`src/rtl/clock_pkg.sv`:
```
// clock_pkg
//   Constants shared by the century-clock counters (date counter and year counter).
//   Mode codes select which field the up/down buttons step; every other code is a run mode.
package clock_pkg;

    localparam logic [2:0] MODE_SET_DAY   = 3'b011;
    localparam logic [2:0] MODE_SET_MONTH = 3'b100;
    localparam logic [2:0] MODE_SET_YEAR  = 3'b101;
    localparam logic [2:0] MODE_SET_WDAY  = 3'b110;

    localparam logic [3:0] MONTH_FEB = 4'd2;
    localparam logic [3:0] MONTH_DEC = 4'd12;

endpackage

```
`src/rtl/date_counter_month_length.sv`:
```
// month_length
//   Combinational days-in-month lookup with Gregorian leap-year rule.
// Ports
//   mont  in  4   month 1..12 (callers sanitise illegal values first)
//   year  in  13  full year
//   dim   out 5   days in that month (28..31)
//   leap  out 1   year is a leap year
module month_length
    import clock_pkg::*;
(
    input  logic [3:0]  mont,
    input  logic [12:0] year,
    output logic [4:0]  dim,
    output logic        leap
);

    always_comb begin
        leap = (year[1:0] == 2'b00) &&
               (((year % 13'd100) != 13'd0) || ((year % 13'd400) == 13'd0));
        case (mont)
            4'd4, 4'd6, 4'd9, 4'd11: dim = 5'd30;
            MONTH_FEB:               dim = leap ? 5'd29 : 5'd28;
            default:                 dim = 5'd31;
        endcase
    end

endmodule

```
`src/rtl/date_counter.sv`:
```
// date_counter
//   Day/month/weekday calendar of the century clock. Advances at midnight in the
//   run modes, steps one field per clock edge while a button is held in that
//   field's set mode, and pulses year_carry for one cycle on Dec-31 -> Jan-1.
// Ports
//   clk_1Hz     in   1   1 Hz clock, rising edge
//   rst_n       in   1   asynchronous active-low reset
//   sec/min/hour in  6/6/5 current time of day
//   year        in   13  current year (month-length decisions)
//   btn_up      in   1   active-low step-up button
//   btn_down    in   1   active-low step-down button
//   mode        in   3   field select (see clock_pkg)
//   day         out  5   day of month 1..31
//   mont        out  4   month 1..12
//   weekday     out  3   0=Sun..6=Sat
//   year_carry  out  1   one-cycle pulse on the New Year rollover
module date_counter
    import clock_pkg::*;
#(
    parameter logic [4:0] RST_DAY  = 5'd1,
    parameter logic [3:0] RST_MONT = 4'd1,
    parameter logic [2:0] RST_WDAY = 3'd1
)(
    input  logic        clk_1Hz,
    input  logic        rst_n,
    input  logic [5:0]  sec,
    input  logic [5:0]  min,
    input  logic [4:0]  hour,
    input  logic [12:0] year,
    input  logic        btn_up,
    input  logic        btn_down,
    input  logic [2:0]  mode,
    output logic [4:0]  day,
    output logic [3:0]  mont,
    output logic [2:0]  weekday,
    output logic        year_carry
);

    logic       eod;
    logic       up, down;
    logic [3:0] mont_eff, mont_cand;
    logic [4:0] day_eff;
    logic [4:0] dim_cur, dim_cand;
    logic       leap_cur, leap_cand;
    logic       unused_leap;

    logic [4:0] day_n;
    logic [3:0] mont_n;
    logic [2:0] wday_n;
    logic       carry_n;

    assign eod  = (sec == 6'd59) && (min == 6'd59) && (hour == 5'd23);
    assign up   = ~btn_up;
    assign down = ~btn_down;

    // Forced illegal values behave as the first day / first month.
    assign mont_eff = ((mont == 4'd0) || (mont > MONTH_DEC)) ? 4'd1 : mont;
    assign day_eff  = (day == 5'd0) ? 5'd1 : day;

    // Month that the set-month buttons would move to on this edge.
    always_comb begin
        mont_cand = mont_eff;
        if (up)
            mont_cand = (mont_eff == MONTH_DEC) ? 4'd1 : mont_eff + 4'd1;
        else if (down)
            mont_cand = (mont_eff == 4'd1) ? MONTH_DEC : mont_eff - 4'd1;
    end

    month_length u_len_cur (
        .mont (mont_eff),
        .year (year),
        .dim  (dim_cur),
        .leap (leap_cur)
    );

    month_length u_len_cand (
        .mont (mont_cand),
        .year (year),
        .dim  (dim_cand),
        .leap (leap_cand)
    );

    assign unused_leap = leap_cur ^ leap_cand;

    always_comb begin
        day_n   = day;
        mont_n  = mont;
        wday_n  = weekday;
        carry_n = 1'b0;
        case (mode)
            MODE_SET_DAY: begin
                if (up)
                    day_n = (day_eff >= dim_cur) ? 5'd1 : day_eff + 5'd1;
                else if (down)
                    day_n = (day_eff == 5'd1) ? dim_cur : day_eff - 5'd1;
            end
            MODE_SET_MONTH: begin
                if (up || down) begin
                    mont_n = mont_cand;
                    day_n  = (dim_cand < day_eff) ? dim_cand : day_eff;
                end
            end
            MODE_SET_WDAY: begin
                if (up)
                    wday_n = (weekday >= 3'd6) ? 3'd0 : weekday + 3'd1;
                else if (down)
                    wday_n = (weekday == 3'd0) ? 3'd6 : weekday - 3'd1;
            end
            default: begin
                // Run modes, including set-year: the calendar keeps going.
                if (eod) begin
                    wday_n = (weekday >= 3'd6) ? 3'd0 : weekday + 3'd1;
                    if (day_eff < dim_cur) begin
                        day_n = day_eff + 5'd1;
                    end else if (day_eff == dim_cur) begin
                        day_n = 5'd1;
                        if (mont_eff == MONTH_DEC) begin
                            mont_n  = 4'd1;
                            carry_n = 1'b1;
                        end else begin
                            mont_n = mont_eff + 4'd1;
                        end
                    end
                end
            end
        endcase
        // A day beyond the current month's length (e.g. year changed under
        // Feb-29) is pulled back, overriding whatever else happened to day.
        if (day_eff > dim_cur)
            day_n = dim_cur;
    end

    always_ff @(posedge clk_1Hz or negedge rst_n) begin
        if (!rst_n) begin
            day        <= RST_DAY;
            mont       <= RST_MONT;
            weekday    <= RST_WDAY;
            year_carry <= 1'b0;
        end else begin
            day        <= day_n;
            mont       <= mont_n;
            weekday    <= wday_n;
            year_carry <= carry_n;
        end
    end

endmodule

```
`config.mk`:
```
export PLATFORM = sky130hd
export DESIGN_NAME = date_counter
export DESIGN_NICKNAME = d
export VERILOG_FILES = /design/src/rtl/clock_pkg.sv /design/src/rtl/date_counter_month_length.sv /design/src/rtl/date_counter.sv
export SDC_FILE = /design/constraint.sdc
export NUM_CORES = 1
export LEC_CHECK = 0
export ABC_AREA = 1
export BUFFER_PORTS_ARGS = -buffer_cell sky130_fd_sc_hd__buf_4
export CORE_ASPECT_RATIO = 1.25
export CORE_MARGIN = 2
export CORE_UTILIZATION = 60
export DETAILED_ROUTE_END_ITERATION = 10
export PLACE_DENSITY = 0.81
export SYNTH_ARGS = -nofsm -noshare
export SYNTH_HDL_FRONTEND = slang
export SYNTH_HIERARCHICAL = 1
export SYNTH_SLANG_ARGS = --single-unit
```
`constraint.sdc`:
```
create_clock -name clk_1Hz -period 3.3 [get_ports clk_1Hz]
set_input_delay 0.165 -clock clk_1Hz [delete_from_list [all_inputs] [get_ports clk_1Hz]]
set_output_delay 0.165 -clock clk_1Hz [all_outputs]
set_load 0.1 [all_outputs]
```
==> out/qor.yml <==
drc: 0
clockRootBuffer: "clkbuf_8"
core_area_um2: 7270
cts_buffers: 3
max-cap-violations: 0
hold_violations: 0
antenna_cells: 0
avgSynthCellArea_um2: 5.77
cts_buffer_depth: 2
cts_htree_levels: 1
rows: 35
io_buffers: 49
slew_headroom: 0.590
grt.total_usage: 0.293
worstSetupPathType: "in2reg"
worst_pin_slew_ps: 610
dr.pass1.iters: 7
grt_max_degree: 14
rsz0062_at_grt: "true"
setup_viol: 10
place_congestion: 0.921
critPathMaxFanout: 6
io_pins: 50
fin_skew_ps: 6.91
die_h_um: 100
setup.worst_path.end_class: "flip-flop"
min_period_ps: 4360
dr_total_vias: 5574
ir_drop_v: 0.000781
required_ps: 3480
place_area_um2: 5540
first_iter_violations: 191
drv_slew: 0
cp_slowest_cell: "o211ai_1"
layout-drive-gt1-share: 0.389
powerDensity_nw_per_um2: 833
setup_ws_ps: -1060
num-fill-cells: 476
ant_nets: 0
wirelength_um: 13500
setup-tns-final_ps: -10110
critPathLaunchType: "input port"
min_path_type: "in2async"
utilization: 0.846
nNetsFinal: 971
cts_num_sinks: 13
area_growth_pct: 38.0
viasPerCell: 5.53
clk_pin_slew_ps: 60
whs_ps: 323
cpMostUsedCell: "nand2_4"
detailed_place_hpwl_um: 9670
max_freq_mhz: 230
initial_core_util: 0.613
p_leak_nw: 3.39
netlist_area_um2: 4460
grt_pass1_wl_um: 20100
place_inst: 981
overflow: 0
finish.instance_area_um2: 6150
cts_tree: "built"
synth_warnings: 6
die-area_um2: 8140
cpPeakStageDelay_ps: 320
violations: "setup timing"
status: "finished, violations left"
instances_no_fill: 1008
clkLatencyLatePin_ps: 240
crit_arrival_ps: 4530
antenna_found_initial: 0
post_drt_wl_per_cell_um: 13.4
die-width_um: 81.1
grt_pass1_vias: 5049
fin_crit_sh: 1.32
netlist_instances: 772
==> cells in the final DEF, fill, tap and decap left out, types with 4 or more instances in the layout <==
cell / n
nand2_4: 41
a21oi_1: 10
o21ai_1: 12
o21ai_0: 22
nand3_1: 80
o21ai_2: 4
nor2_1: 34
nand4_4: 8
buf_6: 5
nand2_1: 196
xor2_1: 7
nand3_2: 23
nand3_4: 7
inv_1: 105
nand2_2: 53
nor3_1: 8
ha_1: 16
dfrtp_1: 10
o211ai_1: 6
nand4_1: 29
conb_1: 6
buf_4: 137
inv_2: 26
a21oi_2: 5
nor2_4: 15
==> routing by layer <==
layer | up-vias | track usage | wire length, µm
met1 | 2589 | 0.331 | 5360
li1 | 2779 | - | -
met4 | 0 | 0.0430 | 347
met2 | 164 | 0.591 | 7330
met3 | 42 | 0.0234 | 426
met5 | - | 0 | 0
==> state kept, by name, summed over array words and instances, names as in the netlist <==
signal,count
day,5
mont,4
weekday,3
year_carry,1
==> per-stage QoR <==
stage | setup slack (ps) | total power, mW
after global routing | -1290 | 5.54
after global placement | -981 | 4.25
final | -1060 | 5.12
after CTS | -759 | 4.70
after detailed placement | -1220 | 4.38
after floorplan | -612 | 3.43
==> repair_timing <==
| action | CTS | global route |
|---|---|---|
| resized for setup | 40 | 50 |
| buffers inserted | 10 | 12 |
| cloned | 0 | 0 |
| setup endpoints to repair | 10 | 10 |
| hold buffers | 1 | 0 |
| hold endpoints to repair | 13 | 0 |
| pin swaps | 27 | 15 |
==> final timing paths <==
check,to,cells after the start,slack (ps),from
max,mont[1]$_DFFE_PN0P_,37,-1060,year[8]
min,year_carry$_DFF_PN0_,2,320,rst_n
max reg2reg,day[1]$_DFFE_PN0P_,21,0,mont[1]$_DFFE_PN0P_
min reg2reg,mont[0]$_DFFE_PN1P_,2,500,mont[0]$_DFFE_PN1P_
max in group asynchronous,day[0]$_DFFE_PN1P_,2,2740,rst_n
min in group clk_1Hz,year_carry$_DFF_PN0_,7,460,sec[2]
==> power by group <==
part           total [mW]  internal, mW  switching, mW
Clock               0.142        0.0833         0.0584
Sequential          0.375         0.245          0.130
Combinational        4.60          1.66           2.95
==> cell type report <==
class / count / area, µm² / area share
Inverter: 137 / 531 / 0.0863
Multi-Input combinational cell: 617 / 4000 / 0.650
Clock buffer: 3 / 41.3 / 0.00672
Tap cell: 92 / 115 / 0.0187
Clock inverter: 1 / 5.00 / 0.000814
Timing Repair Buffer: 145 / 1130 / 0.184
Sequential cell: 13 / 329 / 0.0535
==> worst max-delay path: cells and delay by family <==
kind / cells / cell delay [ps]
adders and majority gates: 1 / 270
buffers and inverters: 2 / 240
AOI/OAI and AO/OA: 5 / 890
and+or+nand+nor: 29 / 2950
Note: power is estimated with default switching activity, not from simulation.
